File: src/rtl/bid_agent.sv
`default_nettype none
// +--------------------------------------------------------------------+
// | Module   : bid_agent                                               |
// | Purpose  : Autonomous bidder engine for one auction controller     |
// |            bidder channel. Outbids the current maximum by a        |
// |            configured step until it leads, runs out of budget or   |
// |            the round ends; supports retraction of the last bid.    |
// | Revision : 1.0 - initial release                                   |
// +--------------------------------------------------------------------+
module bid_agent #(
  parameter int AMT_W     = 16,
  parameter int VAL_W     = 32,
  parameter int MAX_RETRY = 4
) (
  input  logic             clk,
  input  logic             reset,
  input  logic             cfg_en,
  input  logic [AMT_W-1:0] cfg_step,
  input  logic [VAL_W-1:0] cfg_limit,
  input  logic             abort,
  input  logic             round_start,
  output logic             bid,
  output logic [AMT_W-1:0] bid_amt,
  output logic             retract,
  input  logic             ack,
  input  logic [1:0]       err,
  input  logic [VAL_W-1:0] balance,
  input  logic [VAL_W-1:0] max_bid,
  input  logic             round_over,
  input  logic             win,
  output logic [VAL_W-1:0] total_bid,
  output logic [7:0]       bids_sent,
  output logic [1:0]       last_err,
  output logic             won,
  output logic             done,
  output logic             busy
);

  localparam int RTY_W = $clog2(MAX_RETRY + 1);

  localparam logic [2:0] c_st_idle    = 3'd0;
  localparam logic [2:0] c_st_armed   = 3'd1;
  localparam logic [2:0] c_st_eval    = 3'd2;
  localparam logic [2:0] c_st_issue   = 3'd3;
  localparam logic [2:0] c_st_watch   = 3'd4;
  localparam logic [2:0] c_st_retract = 3'd5;
  localparam logic [2:0] c_st_hold    = 3'd6;
  localparam logic [2:0] c_st_result  = 3'd7;

  localparam logic [VAL_W:0] c_amt_max = {{(VAL_W+1-AMT_W){1'b0}}, {AMT_W{1'b1}}};

  logic [2:0]       r_state;
  logic [AMT_W-1:0] r_step;
  logic [VAL_W-1:0] r_limit;
  logic [AMT_W-1:0] r_amt;
  logic [AMT_W-1:0] r_last_amt;
  logic [RTY_W-1:0] r_retry;
  logic [VAL_W-1:0] r_total;
  logic [7:0]       r_bids;
  logic [1:0]       r_last_err;
  logic             r_won;
  logic             r_done;

  logic [VAL_W:0]   w_diff;
  logic [AMT_W-1:0] w_amt;
  logic [VAL_W:0]   w_sum;
  logic             w_over_limit;
  logic             w_no_funds;
  logic [RTY_W-1:0] w_retry_next;
  logic [VAL_W-1:0] w_last_ext;

  // Outbid amount: gap to the current maximum plus step, clipped to the bid port width
  assign w_diff       = {1'b0, max_bid} - {1'b0, r_total} + {{(VAL_W+1-AMT_W){1'b0}}, r_step};
  assign w_amt        = (w_diff > c_amt_max) ? {AMT_W{1'b1}} : w_diff[AMT_W-1:0];
  assign w_sum        = {1'b0, r_total} + {{(VAL_W+1-AMT_W){1'b0}}, w_amt};
  assign w_over_limit = w_sum > {1'b0, r_limit};
  assign w_no_funds   = {{(VAL_W-AMT_W){1'b0}}, w_amt} >= balance;
  assign w_retry_next = r_retry + 1'b1;
  assign w_last_ext   = {{(VAL_W-AMT_W){1'b0}}, r_last_amt};

  // Requests are decoded from state so an async reset drops them immediately
  assign bid       = (r_state == c_st_issue);
  assign retract   = (r_state == c_st_retract);
  assign bid_amt   = bid ? r_amt : (retract ? r_last_amt : '0);
  assign busy      = (r_state != c_st_idle);
  assign total_bid = r_total;
  assign bids_sent = r_bids;
  assign last_err  = r_last_err;
  assign won       = r_won;
  assign done      = r_done;

  // Round sequencer and bookkeeping registers
  always_ff @(posedge clk or posedge reset) begin
    if (reset) begin
      r_state    <= c_st_idle;
      r_step     <= '0;
      r_limit    <= '0;
      r_amt      <= '0;
      r_last_amt <= '0;
      r_retry    <= '0;
      r_total    <= '0;
      r_bids     <= '0;
      r_last_err <= '0;
      r_won      <= 1'b0;
      r_done     <= 1'b0;
    end else begin
      r_done <= 1'b0;
      case (r_state)
        c_st_idle: begin
          if (cfg_en) begin
            r_step     <= cfg_step;
            r_limit    <= cfg_limit;
            r_total    <= '0;
            r_bids     <= '0;
            r_last_err <= '0;
            r_last_amt <= '0;
            r_retry    <= '0;
            r_state    <= c_st_armed;
          end
        end
        c_st_armed: begin
          if (round_over)       r_state <= c_st_idle;
          else if (round_start) r_state <= c_st_eval;
        end
        c_st_eval: begin
          if (round_over)                      r_state <= c_st_result;
          else if (r_total > max_bid)          r_state <= c_st_watch;
          else if (w_over_limit || w_no_funds) r_state <= c_st_hold;
          else begin
            r_amt   <= w_amt;
            r_state <= c_st_issue;
          end
        end
        c_st_issue: begin
          if (round_over) begin
            r_state <= c_st_result;
          end else if (err != 2'b00) begin
            r_last_err <= err;
            r_state    <= c_st_hold;
          end else if (ack) begin
            r_total    <= r_total + {{(VAL_W-AMT_W){1'b0}}, r_amt};
            r_last_amt <= r_amt;
            r_retry    <= '0;
            if (r_bids != 8'hFF) r_bids <= r_bids + 8'd1;
            r_state    <= c_st_watch;
          end else begin
            r_retry <= w_retry_next;
            if (w_retry_next == RTY_W'(MAX_RETRY)) r_state <= c_st_hold;
          end
        end
        c_st_watch: begin
          if (round_over)                         r_state <= c_st_result;
          else if (abort && (r_last_amt != '0))   r_state <= c_st_retract;
          else if (max_bid > r_total)             r_state <= c_st_eval;
        end
        c_st_retract: begin
          r_total    <= (r_total >= w_last_ext) ? (r_total - w_last_ext) : '0;
          r_last_amt <= '0;
          r_state    <= c_st_hold;
        end
        c_st_hold: begin
          if (round_over) r_state <= c_st_result;
        end
        default: begin
          r_won  <= win;
          r_done <= 1'b1;
          if (cfg_en) begin
            r_step     <= cfg_step;
            r_limit    <= cfg_limit;
            r_total    <= '0;
            r_bids     <= '0;
            r_last_err <= '0;
            r_last_amt <= '0;
            r_retry    <= '0;
            r_state    <= c_st_armed;
          end else begin
            r_state <= c_st_idle;
          end
        end
      endcase
    end
  end

endmodule
`default_nettype wire

File: config.mk
export PLATFORM = sky130hd
export DESIGN_NAME = bid_agent
export DESIGN_NICKNAME = d
export VERILOG_FILES = /design/src/rtl/bid_agent.sv
export SDC_FILE = /design/constraint.sdc
export NUM_CORES = 1
export LEC_CHECK = 0
export BUFFER_PORTS_ARGS = -buffer_cell sky130_fd_sc_hd__clkbuf_2
export CAP_MARGIN = 20
export CORE_ASPECT_RATIO = 1.25
export CORE_MARGIN = 2
export CORE_UTILIZATION = 45
export DETAILED_ROUTE_END_ITERATION = 12
export MAX_ROUTING_LAYER = met4
export PLACE_DENSITY = 0.64
export SYNTH_ARGS = -nofsm -noshare
export SYNTH_HDL_FRONTEND = slang
export SYNTH_SLANG_ARGS = --single-unit
export TNS_END_PERCENT = 10
File: constraint.sdc
create_clock -name clk -period 14.5 [get_ports clk]
set_input_delay 1.45 -clock clk [delete_from_list [all_inputs] [get_ports clk]]
set_output_delay 1.45 -clock clk [all_outputs]
set_load 0.005 [all_outputs]
Word-level counts from Yosys, hierarchy flattened
Cells that the tools add are included.
- equality and inequality tests: 18
- reduce and logical (&&, ||, !) cells: 19
- order comparisons: 6
- muxes and demuxes: 46
- bitwise gates (word level): 6
- add/sub/neg operators: 7
- operator list (cell ; count):
    $mux 32 ; 5
    $mux 16 ; 7
    $pmux 32 s3 ; 1
    $gt 32x32->1 ; 2
    $mux 3 ; 18
    $pmux 16 s3 ; 1
    $mux 8 ; 5
    $add 32x16->33 ; 1
    $add 33x16->33 ; 1
    $gt 33x16->1 const B ; 1
    $gt 33x32->1 ; 1
    $sub 32x32->33 ; 1
    $add 32x16->32 ; 1
    $ge 16x32->1 ; 1
    $ge 32x16->1 ; 1
    $sub 32x16->32 ; 1
    $pmux 3 s7 ; 1
    $pmux 8 s2 ; 1
    $reduce_bool 16->1 ; 1
    $eq 3x3->1 const B ; 4
    $reduce_and 4->1 ; 3
    $reduce_and 5->1 ; 2
    $add 8x1->8 const B ; 1
    $ne 2x2->1 const B ; 4
    other kinds (24) ; 37
- output and inout bits: 63
- input bits: 122
- bits in registers: 130
- logic and storage cells: 113

Longest topological paths before layout
Gate-level depths: netlist of run 1.
- depth after elaboration: 11
- gate-level depth with buffers: 38

Least setup slack after synthesis of run 1
No wires, ideal clock.
- path kind: input to register
- from: input max_bid[10]
- to: register r_amt[10]
- cell stages on the path: 34
- setup slack: 4.962 ns
- required time: 14.362 ns
- arrival time: 9.400 ns
- cells stage by stage: inv_1 -> fa_1 -> inv_1 -> ha_1 -> clkbuf_1 -> nand2_1 -> a2111oi_0 -> o21ai_0 -> nand2_1 -> xor2_1 -> or4_1 -> or4b_4 -> nor4_4 -> nand3b_1 -> ha_1 -> fa_1 -> a211oi_1 -> o211ai_1 -> a221oi_1 -> o211a_1 -> a21oi_1 -> nand3_1 -> xnor2_1 -> ha_1 -> nand4_1 -> or4_1 -> or2_2 -> o21ai_0 -> a31oi_1 -> nor4_1 -> and4_1 -> clkbuf_1 -> nor4bb_1 -> a21oi_1
- longest elaborated chain between the ends: 9
- RTL lines (element ; RTL line ; text):
    start: declaration ; 28 ; input logic [VAL_W-1:0] max_bid,
    $sub 32x32->33 (*) ; 73 ; assign w_diff = {1'b0, max_bid} - {1'b0, r_total} + {{(VAL_W+1-AMT_W){1'b0}}, r_step};
    $add 33x16->33 (*) ; 73 ;
    $gt 33x16->1 (*) ; 74 ; assign w_amt = (w_diff > c_amt_max) ? {AMT_W{1'b1}} : w_diff[AMT_W-1:0];
    $mux 16 (*) ; 74 ;
    named net w_amt[0] ; 65 ; logic [AMT_W-1:0] w_amt;
    $add 32x16->33 ; 75 ; assign w_sum = {1'b0, r_total} + {{(VAL_W+1-AMT_W){1'b0}}, w_amt};
    $gt 33x32->1 ; 76 ; assign w_over_limit = w_sum > {1'b0, r_limit};
    $logic_or 1x1->1 (*) ; 128 ; else if (w_over_limit || w_no_funds) r_state <= c_st_hold;
    $not 1->1 (no line) (*) ; n/a ;
    $reduce_and 4->1 (no line) (*) ; n/a ;
    end signal: assignment ; 130 ; r_amt <= w_amt;
    end: declaration ; 55 ; logic [AMT_W-1:0] r_amt;
Mark *: on every way through the listed nets, which the timed path passes. The rest lies on a longest branch.
A chain may end at the register's enable or synchronous reset.

Final worst setup path of run 1
- from: input max_bid[1]
- to: register r_amt[12]
- longest elaborated chain between the ends: 9
- RTL lines (element ; RTL line):
    $sub 32x32->33 (*) ; 73
    $add 33x16->33 (*) ; 73
    $gt 33x16->1 ; 74
    $mux 16 (*) ; 74
    named net w_amt[1] ; 65
    $add 32x16->33 ; 75
    $gt 33x32->1 ; 76
    $logic_or 1x1->1 (*) ; 128
    $not 1->1 (no line) (*) ; n/a
    $reduce_and 4->1 (no line) (*) ; n/a
Marked as above.

==> results of run 1 <==
area by class of cell:
cell class              count  area, sq um  area share (%)
clock buffers              18        439.2           2.809
flip-flops and latches    130         3253           20.81
multi-input cells        1360         9522           60.90
well taps                 401        501.7           3.209
clock inverters            14        178.9           1.144
inverters                 187        706.9           4.521
repair buffers            199         1033           6.610
synth_stat cells (all sizes together) (5+ instances only):
library cell / count / area share, %
a211o: 9 / 0.57
nor4: 22 / 1.1
inv: 187 / 5.1
o31a: 6 / 0.38
o2111ai: 7 / 0.45
fa: 27 / 3.9
and3: 19 / 0.87
a21boi: 6 / 0.33
nand3: 56 / 2.1
o211ai: 11 / 0.60
o21ai: 150 / 5.5
a21oi: 157 / 5.8
nor2b: 16 / 0.78
nand2b: 23 / 1.0
a21o: 30 / 1.6
a31o: 6 / 0.38
o21a: 7 / 0.38
and2: 5 / 0.23
nor4bb: 15 / 1.1
clkbuf: 51 / 1.4
mux2: 8 / 0.66
and4: 8 / 0.51
nor3: 34 / 1.2
o21bai: 8 / 0.44
ha: 165 / 15
a2111oi: 10 / 0.64
nand2: 205 / 5.6
or3: 9 / 0.41
mux2i: 6 / 0.44
dfrtp: 130 / 24
buf: 13 / 0.64
o31ai: 7 / 0.38
xnor2: 46 / 2.9
a211oi: 18 / 0.98
nor2: 91 / 2.5
a31oi: 18 / 0.82
or4: 6 / 0.33
a221oi: 18 / 1.2
xor2: 32 / 2.0
nand4: 30 / 1.4
layout by cell type, fill, tap and decap left out, types with 46 or more instances in the layout:
| cell | Yosys | routed |
|---|---|---|
| ha_1 | 165 | 165 |
| inv_1 | 186 | 185 |
| clkbuf_2 | 0 | 184 |
| nor2_1 | 91 | 91 |
| dfrtp_1 | 130 | 130 |
| a21oi_1 | 155 | 155 |
| nand3_1 | 55 | 55 |
| nand2_1 | 204 | 204 |
| xnor2_1 | 46 | 46 |
| o21ai_0 | 149 | 149 |
state kept, by name, indices dropped and copies added, names as in the netlist:
register,count
r_retry,3
won,1
r_amt,16
r_limit,32
r_state,3
done,1
last_err,2
r_last_amt,16
bids_sent,8
total_bid,32
r_step,16
worst register-to-register path, delay by kind of cell (launching register included):
kind	cells	cell delay, ns
AO/OA/AOI/OAI	11	2.89
XOR/XNOR	2	0.22
adder cells (fa/ha/maj)	4	1.67
buffers and inverters	2	0.27
flip-flops	1	0.62
AND/OR/NAND/NOR	13	5.39
layer usage:
metal | track usage, % | share of wire, % | vias to the layer above
met1 | 37.56 | 44 | 6564
met5 | - | 0 | -
met3 | 3.362 | 4.7 | 114
met4 | 12.45 | 4.1 | 0
met2 | 49.75 | 47 | 515
li1 | - | - | 6574
cells by family after synthesis:
kind of cell,Yosys count
AO/OA/AOI/OAI,517
XOR/XNOR,78
adder cells (fa/ha/maj),192
buffers and inverters,251
flip-flops,130
multiplexers,14
AND/OR/NAND/NOR,559
per-stage QoR:
stage	area (sq um)	util (%)
after CTS	15630	52.05
final	15640	52.07
after global placement	15010	49.99
after global routing	15640	52.07
after floorplan	13730	-
after detailed placement	15010	49.99
final timing paths:
| kind | startpoint | end | slack, ns | cells after the start |
|---|---|---|---|---|
| worst max-delay path | max_bid[1] | r_amt[12] | 3.02 | 32 |
| worst min-delay path | last_err[1] | last_err[1] | 0.50 | 2 |
| worst max register to register | total_bid[1] | r_amt[12] | 3.31 | 32 |
| worst min register to register | last_err[1] | last_err[1] | 0.50 | 2 |
| max in group asynchronous | reset | r_amt[11] | 12.06 | 3 |
| min in group asynchronous | reset | bids_sent[4] | 1.07 | 2 |
==> impl_metrics.csv, run 1 <==
group,metric,value,unit
die,start_util,45.72,%
clock_tree,htree_levels,4,
yosys,syn_inst,1741,
sta,setup_ws,3.019,ns
sta,rsz0062_at_grt,"false",
run,max_cap_viol_count,0,
sta,tns,0,ns
clock_tree,cts_tree,"done",
die,num_rows,71,
finish,syn_to_final_growth,13.90,%
clock_tree,hold_buffers,0,
detailed_routing,vias,13770,
die,die_w,160.2,microns
detailed_routing,routed_wl,46.63,mm
yosys,synth-main-ff-cell,"dfrtp_1",
critical_path,critPathRequiredTime,14.83,ns
clock_tree,cts.sinks,130,
finish,fin_nets,2209,
critical_path,crit_buf_inv,2,
sta,tightestPinTransition,0.9371,ns
sta,hold_ws,0.5015,ns
sta,relSlewSlack,37.06,%
die,die_h,199.3,microns
finish,diodes,0,
yosys,synth_xor_xnor_area_share,4.977,%
finish,final_cell_count_no_fill,2309,
clock_tree,insertion_delay,0.46,ns
detailed_routing,ant_nets,0,
clock_tree,clk_path_buf_depth,2,
yosys,syn_area,13730,sq um
finish,layout-drive-gt1-share,14.10,%
yosys,async_flop_share,100.0,%
yosys,synth_compound_area_share,23.74,%
detailed_routing,wl_per_cell,20.20,microns
global_route,antenna_found_initial,0,
sta,fin_skew,0.01385,ns
placed_design,place_ws,2.533,ns
clock_tree,cts_root_buffer,"clkbuf_16",
critical_path,worst-path-max-fanout,32,
clock_tree,cts_buffers,17,
critical_path,cp-start-kind,"input port",
yosys,synth_top_family_by_area,"compound AO/OA/AOI/OAI gates",
sta,setup_viol,0,
global_route,grt_max_degree,77,
placed_design,gp_congestion,0.9702,
placed_design,dpl.hpwl,37.45,mm
yosys,synth_nets,2055,
die,num_io_pins,185,
yosys,yosysUniqueCellTypes,87,
detailed_routing,vias_per_cell,5.962,
yosys,synth-simple-area-share,20.37,%
sta,fmax,87.10,MHz
detailed_routing,first_iter_violations,1201,
yosys,avgSynthCellArea,7.885,sq um
sta,slew_violations,0,
yosys,synth_seq_area_share,23.70,%
yosys,ys_ff_latch,130,
die,dieArea,31930,sq um
yosys,synth_edf_count,0,
detailed_routing,drt_pass1_iterations,10,
critical_path,crit_slowest_cell,"and4_1",
global_route,grtUsageTotal,30.02,%
critical_path,end_kind,"flip-flop",
critical_path,worstPathArrival,11.81,ns
clock_tree,post_cts_buffers,0,
sta,layout_min_cycle_time,11.48,ns
detailed_routing,drc,0,
yosys,ys_warn_count,0,
critical_path,critPathMaxStageDelay,0.88,ns
clock_tree,ctsResizeCount,0,
critical_path,crit_family,"simple AND/OR/NAND/NOR gates",
die,core,30030,sq um
global_route,grt_pass1_wl,72.80,mm
sta,min_period_over_period,79.18,%
yosys,synthAdderAreaFrac,18.98,%
finish,fillerInstances,3012,
yosys,muxShareOfSynthArea,1.094,%
sta,final-hold-violation-count,0,
global_route,first_global_vias,13620,
critical_path,crit_type,"input port to flip-flop",
global_route,overflow,0,
clock_tree,clk_pin_slew_worst_paths,0.07,ns
hold_path,hp-class,"flip-flop to flip-flop",
placed_design,numPortBuffers,184,
status,status,"completed",
placed_design,dp.cells,2276,
Power of run 1 is not shown: default switching activity piles up to over one toggle a cycle in this logic, so the estimate is an artifact.
==> run 2, diff against run 1 <==
--- a/config.mk
+++ b/config.mk
@@ -12,7 +12,7 @@
 export CORE_UTILIZATION = 45
 export DETAILED_ROUTE_END_ITERATION = 12
 export MAX_ROUTING_LAYER = met4
-export PLACE_DENSITY = 0.64
+export PLACE_DENSITY = 0.66
 export SYNTH_ARGS = -nofsm -noshare
 export SYNTH_HDL_FRONTEND = slang
 export SYNTH_SLANG_ARGS = --single-unit
==> constraint.sdc (replaced) <==
create_clock -name clk -period 10.1 [get_ports clk]
set_input_delay 1.01 -clock clk [delete_from_list [all_inputs] [get_ports clk]]
set_output_delay 1.01 -clock clk [all_outputs]
set_load 0.005 [all_outputs]
==> run 2 against run 1 <==
Against the previous run:
- first-iteration DRC count increased by 11%
- sequential share of layout area shrank 0.33 points
- non-clock buffer count grew 32
- die area is the same
- global-route usage decreased by 0.38 points
- hold slack gained 0.0037 ns
- clock skew rose by 0.0013 ns
- highest routed layer unchanged
- critical path depth grew 5
- critical path type unchanged
- core utilization up 0.84 points
==> impl_metrics.csv, run 2 (synthesized netlist as in run 1, its figures left out) <==
group,metric,value,unit
die,num_io_pins,185,
die,die_h,199.3,microns
critical_path,worstPathArrival,9.78,ns
critical_path,critPathMaxStageDelay,0.60,ns
clock_tree,cts_tree,"done",
sta,rsz0062_at_grt,"false",
finish,syn_to_final_growth,15.74,%
die,start_util,45.72,%
clock_tree,clk_pin_slew_worst_paths,0.06,ns
critical_path,worst-path-max-fanout,32,
die,num_rows,71,
global_route,grtUsageTotal,29.64,%
placed_design,dpl.hpwl,37.19,mm
clock_tree,post_cts_buffers,0,
finish,fillerInstances,2937,
sta,slew_violations,0,
detailed_routing,routed_wl,46.17,mm
global_route,grt_max_degree,77,
status,status,"completed",
critical_path,crit_type,"input port to flip-flop",
sta,relSlewSlack,26.50,%
global_route,overflow,0,
global_route,antenna_found_initial,0,
run,max_cap_viol_count,0,
die,core,30030,sq um
clock_tree,cts_root_buffer,"clkbuf_16",
hold_path,hold_start,"last_err[1]",
critical_path,cp_common_cell,"ha_1",
critical_path,rrSetupSlack,0.70,ns
critical_path,r2r-start,"total_bid[24]",
global_route,first_global_vias,13400,
sta,layout_min_cycle_time,9.490,ns
detailed_routing,drc,0,
clock_tree,htree_levels,4,
critical_path,reg2reg_to,"r_amt[14]",
global_route,grt_pass1_wl,72.34,mm
sta,min_period_over_period,93.96,%
detailed_routing,ant_nets,0,
sta,tightestPinTransition,1.094,ns
clock_tree,cts.sinks,130,
critical_path,critPathRequiredTime,10.39,ns
critical_path,cp-start-kind,"input port",
finish,final_cell_count_no_fill,2338,
critical_path,rr_worst_depth,35,
detailed_routing,first_iter_violations,1331,
finish,most-common-layout-cells,"nand2_1, inv_1, clkbuf_2, ha_1, a21oi_1",
finish,layout-drive-gt1-share,15.75,%
detailed_routing,drt_pass1_iterations,6,
die,dieArea,31930,sq um
clock_tree,clk_path_buf_depth,2,
finish,diodes,0,
placed_design,numPortBuffers,184,
clock_tree,insertion_delay,0.44,ns
sta,fmax,105.4,MHz
detailed_routing,wl_per_cell,19.75,microns
hold_path,hold-path-endpoint,"last_err[1]",
sta,final-hold-violation-count,0,
clock_tree,cts_buffers,17,
sta,setup_viol,0,
die,die_w,160.2,microns
detailed_routing,vias_per_cell,5.999,
critical_path,crit_slowest_cell,"or4_1",
critical_path,end_kind,"flip-flop",
detailed_routing,vias,14030,
finish,final_common_cell,"nand2_1",
hold_path,hp-class,"flip-flop to flip-flop",
sta,fin_skew,0.01513,ns
placed_design,dp.cells,2309,
finish,fin_nets,2241,
placed_design,gp_congestion,0.9577,
hold_path,hold_depth,2,
run 2: cell types whose count changed in the layout (fill, tap and decap cells not counted), sizes merged:
cell and delta:
clkbuf +2, bufinv -1, clkinvlp +3, clkinv -4
buf +32, inv -3
run 2: layer usage:
metal	GRT usage, %	vias to the layer above	routed length (microns)
li1	-	6646	-
met1	38.00	6692	20320
met2	48.97	595	21880
met3	3.238	92	2593
met4	10.44	0	1377
met5	-	-	0
run 2: cell type report:
cell class / instances / area [sq um] / share of cell area (%)
well taps: 401 / 501.7 / 3.158
clock inverters: 9 / 110.1 / 0.6930
flip-flops and latches: 130 / 3253 / 20.48
clock buffers: 20 / 456.7 / 2.874
repair buffers: 231 / 1299 / 8.175
multi-input cells: 1360 / 9560 / 60.17
inverters: 187 / 706.9 / 4.450
run 2: what timing repair did:
action                                  4_1_cts  5_1_grt
resized for setup                             0        8
hold endpoints to repair                      0        0
hold buffers                                  0        0
endpoints found under the setup margin        0       16
run 2: worst max-delay path, delay by kind of cell:
family | cells | cell delay, ns
simple gates | 12 | 3.27
compound gates | 12 | 2.52
fa+ha+maj | 4 | 1.63
buf+inv | 7 | 0.93
xor+xnor | 2 | 0.41
run 2: how the worst max path moves through the flow:
stage	startpoint	endpoint	slack, ns	cells past startpoint
2_1_floorplan	max_bid[10]	r_amt[10]	1.00	34
3_3_place_gp	max_bid[7]	r_amt[11]	0.09	37
3_5_place_dp	max_bid[7]	r_amt[14]	-0.04	37
4_1_cts	max_bid[7]	r_amt[14]	0.36	37
5_1_grt	max_bid[7]	r_amt[2]	0.04	37
6_report	max_bid[9]	r_amt[14]	0.61	37
run 2: per-stage QoR:
step / util [%] / worst slack, ns / hold slack, ns / setup TNS, ns / instance area (sq um)
floorplan: - / 1.002 / 0.4717 / 0 / 13730
global placement: 50.87 / 0.08756 / 0.4887 / 0 / 15270
detailed placement: 50.89 / -0.03700 / 0.4898 / -0.06167 / 15280
CTS: 52.78 / 0.3636 / 0.5105 / 0 / 15850
global route: 52.91 / 0.03993 / 0.5375 / 0 / 15890
finish: 52.91 / 0.6098 / 0.5052 / 0 / 15890
Power of run 2 is left out for the same reason.
